$ cat config.mk
export PLATFORM = sky130hd
export DESIGN_NAME = multdiv_sched
export DESIGN_NICKNAME = d
export VERILOG_FILES = /design/src/rtl/multdiv_sched.sv
export SDC_FILE = /design/constraint.sdc
export NUM_CORES = 1
export LEC_CHECK = 0
export ABC_AREA = 1
export BUFFER_PORTS_ARGS = -buffer_cell sky130_fd_sc_hd__buf_2
export CAP_MARGIN = 20
export CORE_MARGIN = 2
export CORE_UTILIZATION = 40
export DETAILED_ROUTE_END_ITERATION = 12
export PLACE_DENSITY = 0.79
export SYNTH_ARGS = -nofsm -noshare
export SYNTH_HDL_FRONTEND = slang
export SYNTH_SLANG_ARGS = --single-unit
$ cat constraint.sdc
create_clock -name clock -period 7.69 [get_ports clock]
set_clock_uncertainty 0.15 [all_clocks]
set_input_delay 0.3845 -clock clock [delete_from_list [all_inputs] [get_ports clock]]
set_output_delay 0.3845 -clock clock [all_outputs]
set_load 0.005 [all_outputs]
$ cat src/rtl/multdiv_sched.sv
// multdiv_sched: shares one multiplier/divider between the two issue lanes.
// It serves the DX-stage mult/div requests in program order (lane 0 first).
// It pulses a start to the unit with held operands and waits for ready.
// It returns each result with its rd and stalls DX/XM until the bundle is done.
// Ports:
//   clock, reset           : clock and asynchronous active-high reset
//   flush                  : kill the current DX bundle
//   req{0,1}_*             : per-lane request (valid, isDiv, a, b, rd)
//   md_ready/exception/result : unit status and result
//   md_ctrlMult/Div, md_opA/B : unit start pulses and held operands
//   stall, busy            : pipeline hold, scheduler not idle
//   done_*                 : completed-op result (done_valid is a pulse)
module multdiv_sched #(
    parameter int DATA_W  = 32,
    parameter int REG_W   = 5,
    parameter int TIMEOUT = 64
) (
    input  logic              clock,
    input  logic              reset,
    input  logic              flush,
    input  logic              req0_valid,
    input  logic              req0_isDiv,
    input  logic [DATA_W-1:0] req0_a,
    input  logic [DATA_W-1:0] req0_b,
    input  logic [REG_W-1:0]  req0_rd,
    input  logic              req1_valid,
    input  logic              req1_isDiv,
    input  logic [DATA_W-1:0] req1_a,
    input  logic [DATA_W-1:0] req1_b,
    input  logic [REG_W-1:0]  req1_rd,
    input  logic              md_ready,
    input  logic              md_exception,
    input  logic [DATA_W-1:0] md_result,
    output logic              md_ctrlMult,
    output logic              md_ctrlDiv,
    output logic [DATA_W-1:0] md_opA,
    output logic [DATA_W-1:0] md_opB,
    output logic              stall,
    output logic              busy,
    output logic              done_valid,
    output logic              done_lane,
    output logic [REG_W-1:0]  done_rd,
    output logic [DATA_W-1:0] done_data,
    output logic              done_exc
);

    localparam int CW = (TIMEOUT > 1) ? $clog2(TIMEOUT) : 1;
    localparam logic [CW-1:0] CNT_MAX = CW'(TIMEOUT - 1);

    typedef enum logic [1:0] {
        S_IDLE  = 2'd0,
        S_START = 2'd1,
        S_WAIT  = 2'd2,
        S_DONE  = 2'd3
    } state_t;

    state_t r_state;
    state_t w_next;

    logic [1:0]        r_served;
    logic [CW-1:0]     r_cnt;
    logic [DATA_W-1:0] r_opA;
    logic [DATA_W-1:0] r_opB;
    logic [REG_W-1:0]  r_rd;
    logic              r_isDiv;
    logic              r_lane;
    logic              r_done_lane;
    logic [REG_W-1:0]  r_done_rd;
    logic [DATA_W-1:0] r_done_data;
    logic              r_done_exc;

    logic w_pend0;
    logic w_pend1;
    logic w_take;
    logic w_sel1;
    logic w_fin_rdy;
    logic w_fin_to;
    logic w_fin;
    logic w_stall;

    assign w_pend0 = req0_valid & ~r_served[0];
    assign w_pend1 = req1_valid & ~r_served[1];
    assign w_stall = (w_pend0 | w_pend1) & ~reset & ~flush;

    // Lane 0 always wins when both lanes are pending: program order.
    assign w_take = (r_state == S_IDLE) & (w_pend0 | w_pend1) & ~flush;
    assign w_sel1 = ~w_pend0;

    // Ready outranks the timeout when both occur in the last WAIT cycle.
    assign w_fin_rdy = (r_state == S_WAIT) & md_ready & ~flush;
    assign w_fin_to  = (r_state == S_WAIT) & ~md_ready
                     & (r_cnt == CNT_MAX) & ~flush;
    assign w_fin     = w_fin_rdy | w_fin_to;

    always_ff @(posedge clock or posedge reset) begin
        if (reset) begin
            r_state <= S_IDLE;
        end else begin
            r_state <= w_next;
        end
    end

    always_comb begin
        w_next = r_state;
        if (flush) begin
            w_next = S_IDLE;
        end else begin
            unique case (r_state)
                S_IDLE:  if (w_take) w_next = S_START;
                S_START: w_next = S_WAIT;
                S_WAIT:  if (w_fin) w_next = S_DONE;
                S_DONE:  w_next = S_IDLE;
                default: w_next = S_IDLE;
            endcase
        end
    end

    always_comb begin
        md_ctrlMult = 1'b0;
        md_ctrlDiv  = 1'b0;
        done_valid  = 1'b0;
        busy        = (r_state != S_IDLE);
        unique case (r_state)
            S_START: begin
                md_ctrlMult = ~r_isDiv & ~flush;
                md_ctrlDiv  = r_isDiv & ~flush;
            end
            S_DONE:  done_valid = ~flush;
            default: ;
        endcase
    end

    always_ff @(posedge clock or posedge reset) begin
        if (reset) begin
            r_served    <= 2'b00;
            r_cnt       <= '0;
            r_opA       <= '0;
            r_opB       <= '0;
            r_rd        <= '0;
            r_isDiv     <= 1'b0;
            r_lane      <= 1'b0;
            r_done_lane <= 1'b0;
            r_done_rd   <= '0;
            r_done_data <= '0;
            r_done_exc  <= 1'b0;
        end else begin
            if (w_take) begin
                r_opA   <= w_sel1 ? req1_a : req0_a;
                r_opB   <= w_sel1 ? req1_b : req0_b;
                r_rd    <= w_sel1 ? req1_rd : req0_rd;
                r_isDiv <= w_sel1 ? req1_isDiv : req0_isDiv;
                r_lane  <= w_sel1;
            end

            if (r_state == S_START) begin
                r_cnt <= '0;
            end else if ((r_state == S_WAIT) && !w_fin && !flush) begin
                r_cnt <= r_cnt + CW'(1);
            end

            if (w_fin) begin
                r_done_lane <= r_lane;
                r_done_rd   <= r_rd;
                r_done_data <= w_fin_rdy ? md_result : '0;
                r_done_exc  <= w_fin_rdy ? md_exception : 1'b1;
            end

            // A bundle leaves DX on any edge without stall.
            if (flush) begin
                r_served <= 2'b00;
            end else if (w_fin) begin
                r_served[r_lane] <= 1'b1;
            end else if (!w_stall) begin
                r_served <= 2'b00;
            end
        end
    end

    assign md_opA    = r_opA;
    assign md_opB    = r_opB;
    assign stall     = w_stall;
    assign done_lane = r_done_lane;
    assign done_rd   = r_done_rd;
    assign done_data = r_done_data;
    assign done_exc  = r_done_exc;

endmodule

==> results of run 1 <==
-- metrics by stage --
| stage | instance area, um^2 | cells |
|---|---|---|
| 2_1_floorplan | 5490 | 663 |
| 3_3_place_gp | 6970 | 1087 |
| 3_5_place_dp | 6970 | 1087 |
| 4_1_cts | 7500 | 1117 |
| 5_1_grt | 7500 | 1118 |
| 6_report | 7500 | 1118 |
-- flip-flops by register name, indices dropped and copies added (netlist names), 2 cells and up --
name / count
r_served: 2
done_rd: 5
r_cnt: 6
r_rd: 5
md_opB: 32
r_state: 2
done_data: 32
md_opA: 32
-- cells in the final DEF (no fill, tap or decap) --
cell        count
a21oi_1         1
clkinvlp_4      4
clkbuf_1        2
clkinv_2        4
nand3b_1        1
ha_1            5
clkbuf_16      17
inv_4           1
inv_2           5
nand4_2         1
nor2_1        159
nand3_1        43
clkbuf_8        3
o21ai_2         1
nor3_1          1
buf_4           3
dfrtp_1       120
diode_2         1
nand2_1       193
o31ai_1        70
inv_1          14
nand2_4         3
o21ai_0         3
buf_2         286
nand2_2         1
-- final cells by class --
| type | instances | share of cell area, % |
|---|---|---|
| antenna | 1 | 0.0334 |
| clock inverter | 8 | 0.667 |
| inverter | 20 | 1.03 |
| multi-input combinational | 482 | 29.6 |
| sequential | 120 | 40.0 |
| clock buffer | 22 | 6.32 |
| tap | 176 | 2.94 |
| timing repair buffer | 289 | 19.4 |
-- report_power, final --
group / switching (mW) / internal (mW)
Sequential: 0.172 / 0.922
Clock: 0.265 / 0.430
Combinational: 0.429 / 0.376
Total: 0.867 / 1.73
-- kinds of logic (layout without fill, tap and decap cells) --
| kind of cell | after synthesis | count (layout) | share of synthesized area, % |
|---|---|---|---|
| adder cells (fa/ha/maj) | 5 | 5 | 1.14 |
| AO/OA/AOI/OAI | 75 | 75 | 10.1 |
| flip-flops | 120 | 120 | 54.7 |
| buffers and inverters | 61 | 339 | 5.03 |
| AND/OR/NAND/NOR | 402 | 402 | 29.1 |
| other | 0 | 1 | 0 |
-- routing by layer --
metal	wire (um)	share of wire (%)
met5	0	0
met4	228	1.5
met3	1380	8.9
met2	7730	50
met1	6260	40
-- final timing paths --
path	depth (start not counted)	endpoint	start
hold / removal	2	done_exc$_DFFE_PP0P_	reset
setup / recovery	7	md_opB[21]$_DFFE_PP0P_	r_served[0]$_DFFE_PP0P_
max in group asynchronous	3	md_opB[29]$_DFFE_PP0P_	reset
hold reg to reg	2	done_data[31]$_DFFE_PP0P_	done_data[31]$_DFFE_PP0P_
setup reg to reg	7	md_opB[21]$_DFFE_PP0P_	r_served[0]$_DFFE_PP0P_
min in group clock	3	done_data[29]$_DFFE_PP0P_	md_result[29]
==> impl_metrics.env, run 1 <==
export IMPL_ys_warn_count=0
export IMPL_core_area_mm2=0.0133
export IMPL_grt_overflow_total=0
export IMPL_setup_ws_ns=4.75
export IMPL_nets=1114
export IMPL_drt_iter0_markers=371
export IMPL_cts_resized=0
export IMPL_yosys_top_cells_area="dfrtp_1 55%, nand2_1 13%, nor2_1 11%, o31ai_1 9.6%, nand3_1 3.9%"
export IMPL_cp_arrival_ns=3.08
export IMPL_path_cells="inv_2 > nand2_4 > o21ai_2 > nand2_4 > buf_4 > nand2_1 > o31ai_1"
export IMPL_drt_wl_total_mm=15.6
export IMPL_antenna_found_initial=2
export IMPL_use_met2_pct=36.1
export IMPL_grt_max_degree=91
export IMPL_relSlewSlack_pct=43.0
export IMPL_cts_buffers=17
export IMPL_clock_fmax_mhz=340
export IMPL_clk_latency_ns=0.40
export IMPL_rsz0062_at_grt="no"
export IMPL_yosys_area_top_type="dfrtp_1"
export IMPL_multi_input_area_mm2=0.00222
export IMPL_ios=287
export IMPL_tns_ns=0
export IMPL_maxCapViolations=0
export IMPL_start_util_pct=41.2
export IMPL_p_per_area_mw_per_mm2=346
export IMPL_postCtsSetupBuffers=0
export IMPL_synthTopCellsByCount="193 x nand2_1, 159 x nor2_1, 120 x dfrtp_1, 70 x o31ai_1, 43 x nand3_1"
export IMPL_synth_avg_cell_area_um2=8.28
export IMPL_period_share_pct=38.2
export IMPL_clockBufferDepth=2
export IMPL_worstSetupStartpointType="register"
export IMPL_hold_violations=50
export IMPL_cp_common_cell="nand2_4"
export IMPL_critical_path_max_stage_delay_ns=0.74
export IMPL_cp_slowest_cell="buf_4"
export IMPL_gp_congestion=0.840
export IMPL_routedWlPerCell_um=13.9
export IMPL_worst_hold_slack_ns=-0.0213
export IMPL_yosysSeqAreaShare_pct=54.7
export IMPL_crit_path_end_kind="register"
export IMPL_critPathTopFamily="simple AND/OR/NAND/NOR gates"
export IMPL_grt_pass1_vias=5069
export IMPL_netlist_cell_type_count=20
export IMPL_cp_data_required_time_ns=7.83
export IMPL_ys_ff_latch=120
export IMPL_syn_nets=847
export IMPL_path_buf_inv=2
export IMPL_clk_pin_slew_ns=0.05
export IMPL_core_rowCount=42
export IMPL_worst_slew_pin_slew_ns=0.856
export IMPL_area_delta_synth_final_pct=36.5
export IMPL_fp_dieW_um=121
export IMPL_p_total_mw=2.60
export IMPL_async_flop_share_pct=100
export IMPL_first_pass_iters=5
export IMPL_synth_top_area_share_pct=54.7
export IMPL_cts_root_buf="clkbuf_16"
export IMPL_vias=5482
export IMPL_fp_dieArea_mm2=0.0147
export IMPL_die_h_um=121
export IMPL_clock_sinks=120
export IMPL_final_util_pct=56.2
export IMPL_crit_type="register to register"
export IMPL_busiest_layer="met2"
export IMPL_numPortBuffers=286
export IMPL_maxSlewViolCount=0
export IMPL_viasPerCell=4.90
export IMPL_setup_viol=0
export IMPL_seqCellArea_mm2=0.00300
export IMPL_drc_errors=0
export IMPL_ant_nets=0
export IMPL_grt_pass1_wl_mm=24.6
export IMPL_drive_gt1_share_pct=35.0
export IMPL_hold_buffers=0
export IMPL_place_hpwl_mm=11.1
export IMPL_synth_top_flop_cell="dfrtp_1"
export IMPL_grt_met3_usage_pct=7.28
export IMPL_min_delay_path_class="input port to asynchronous set/reset pin"
export IMPL_yosysMostFrequentCell="nand2_1"
export IMPL_post_route_min_period_ns=2.94
export IMPL_syn_area_mm2=0.00549
export IMPL_synth_edf_count=0
export IMPL_status="finished with violations"
export IMPL_path_max_fanout=90
export IMPL_cts_tree="yes"
export IMPL_syn_instance_count=663
export IMPL_h_tree_depth=4
export IMPL_grt_util_met1_pct=25.7
export IMPL_fill_cells=1281
export IMPL_violations="hold timing"
export IMPL_dp_slack_ns=4.60
export IMPL_leakagePower_nw=4.17
export IMPL_track_usage_pct=21.4
export IMPL_r2r_setup_slack_ns=4.75
export IMPL_peakVddDrop_uv=147
(Power assumes the default switching activity.)
==> run 2, diff against run 1 <==
==> constraint.sdc (replaced) <==
create_clock -name clock -period 3 [get_ports clock]
set_clock_uncertainty 0.15 [all_clocks]
set_input_delay 0.15 -clock clock [delete_from_list [all_inputs] [get_ports clock]]
set_output_delay 0.15 -clock clock [all_outputs]
set_load 0.005 [all_outputs]
==> run 2 against run 1 <==
Compared with the run above:
- the run now ends clean
- power rose to 3.0 times the previous value
- register-to-register slack got worse by 4.3 ns
- largest power group is now combinational logic
- non-clock buffer count rose by 180
==> impl_metrics.env, run 2 (synthesis results as in run 1) <==
export IMPL_status="completed"
export IMPL_hold_buffers=175
export IMPL_fp_dieArea_mm2=0.0147
export IMPL_grt_pass1_vias=6698
export IMPL_antenna_found_initial=1
export IMPL_worst_slew_pin_slew_ns=0.865
export IMPL_post_route_min_period_ns=2.53
export IMPL_clock_sinks=120
export IMPL_tns_ns=0
export IMPL_dpl_cell_area_mm2=0.00705
export IMPL_cts_resized=0
export IMPL_fp_dieW_um=121
export IMPL_hold_violations=0
export IMPL_leakagePower_nw=5.02
export IMPL_drc_errors=0
export IMPL_critPathTopFamily="buffers and inverters"
export IMPL_start_util_pct=41.2
export IMPL_relSlewSlack_pct=42.2
export IMPL_routedWlPerCell_um=16.0
export IMPL_area_delta_synth_final_pct=71.0
export IMPL_crit_path_end_kind="register"
export IMPL_cp_common_cell="inv_1"
export IMPL_fill_cells=931
export IMPL_maxCapViolations=0
export IMPL_nets=1294
export IMPL_clk_pin_slew_ns=0.06
export IMPL_core_rowCount=42
export IMPL_grt_max_degree=85
export IMPL_mostFrequentLayoutCell="buf_2"
export IMPL_drive_gt1_share_pct=29.9
export IMPL_critical_path_max_stage_delay_ns=0.61
export IMPL_p_total_mw=7.90
export IMPL_cp_arrival_ns=2.73
export IMPL_drt_iter0_markers=462
export IMPL_cp_slowest_cell="dlygate4sd3_1"
export IMPL_core_area_mm2=0.0133
export IMPL_maxSlewViolCount=0
export IMPL_clock_fmax_mhz=395
export IMPL_grt_overflow_total=0
export IMPL_path_buf_inv=4
export IMPL_design_area_mm2=0.00939
export IMPL_mostFrequentLayoutCells="286 x buf_2, 193 x nand2_1, 175 x dlygate4sd3_1"
export IMPL_setup_viol=0
export IMPL_drt_wl_total_mm=20.8
export IMPL_numPortBuffers=286
export IMPL_first_pass_iters=5
export IMPL_viasPerCell=5.03
export IMPL_final_util_pct=70.4
export IMPL_path_cells="inv_1 > ha_1 > inv_1 > nor2_1 > nand2_4 > buf_4 > o31ai_1 > dlygate4sd3_1"
export IMPL_ant_nets=0
export IMPL_place_hpwl_mm=11.2
export IMPL_path_max_fanout=58
export IMPL_cp_data_required_time_ns=3.19
export IMPL_clockBufferDepth=2
export IMPL_clk_latency_ns=0.41
export IMPL_period_share_pct=84.5
export IMPL_gp_congestion=0.813
export IMPL_postCtsSetupBuffers=0
export IMPL_crit_type="register to register"
export IMPL_ios=287
export IMPL_cts_buffers=17
export IMPL_cts_root_buf="clkbuf_16"
export IMPL_track_usage_pct=28.8
export IMPL_peakVddDrop_uv=492
export IMPL_rsz0062_at_grt="no"
export IMPL_worstSetupStartpointType="register"
export IMPL_die_h_um=121
export IMPL_vias=6537
export IMPL_grt_pass1_wl_mm=32.9
export IMPL_h_tree_depth=4
export IMPL_cts_tree="yes"
export IMPL_p_per_area_mw_per_mm2=841
export IMPL_min_delay_path_class="input port to register"
run 2: cell type report:
cell class	count	area (um^2)	share of cell area [%]
Clock inverter	13	155	1.65
Tap cell	176	220	2.34
Clock buffer	19	433	4.61
Inverter	20	78.8	0.839
Sequential cell	120	3000	32.0
Antenna cell	1	2.50	0.0266
Multi-Input combinational cell	482	2220	23.6
Timing Repair Buffer	469	3280	34.9
run 2: power by group:
part | internal (mW) | switching, mW | leakage (nW)
registers | 2.36 | 0.465 | 1.49
logic | 1.65 | 1.38 | 3.24
clock network | 1.30 | 0.735 | 0.282
total | 5.31 | 2.58 | 5.02
run 2: path summary, 6_finish.rpt:
| kind | slack [ns] | to | depth (start not counted) | startpoint |
|---|---|---|---|---|
| min reg2reg | 0.32 | done_data[5]$_DFFE_PP0P_ | 2 | done_data[5]$_DFFE_PP0P_ |
| min in group asynchronous | 0.35 | done_data[9]$_DFFE_PP0P_ | 3 | reset |
| max | 0.47 | md_opA[16]$_DFFE_PP0P_ | 8 | r_state[0]$_DFFE_PP0P_ |
| max in group asynchronous | 1.65 | md_opB[7]$_DFFE_PP0P_ | 4 | reset |
| max reg2reg | 0.47 | md_opA[16]$_DFFE_PP0P_ | 8 | r_state[0]$_DFFE_PP0P_ |
| min | 0.17 | done_data[17]$_DFFE_PP0P_ | 3 | md_ready |
run 2: stage by stage:
stage	hold slack, ns	cells	setup WS, ns
after floorplan	0.144	663	1.23
after detailed placement	0.219	1092	1.02
after CTS	0.130	1299	0.548
after global routing	0.172	1300	0.288
final	0.166	1300	0.466
after global placement	0.219	1092	1.06
run 2: worst register-to-register path, stage by stage (launching register included):
cell and delay, ns:
dfrtp_1 0.43, inv_1 0.11, ha_1 0.16, inv_1 0.05, nor2_1 0.24, nand2_4 0.09, buf_4 0.31, o31ai_1 0.32
dlygate4sd3_1 0.61
run 2: per-layer routing:
| metal | part of all wire [%] | GRT usage, % |
|---|---|---|
| met3 | 8.4 | 8.18 |
| met4 | 3.4 | 13.9 |
| met2 | 50 | 49.1 |
| met5 | 0 | 0 |
| met1 | 38 | 33.3 |
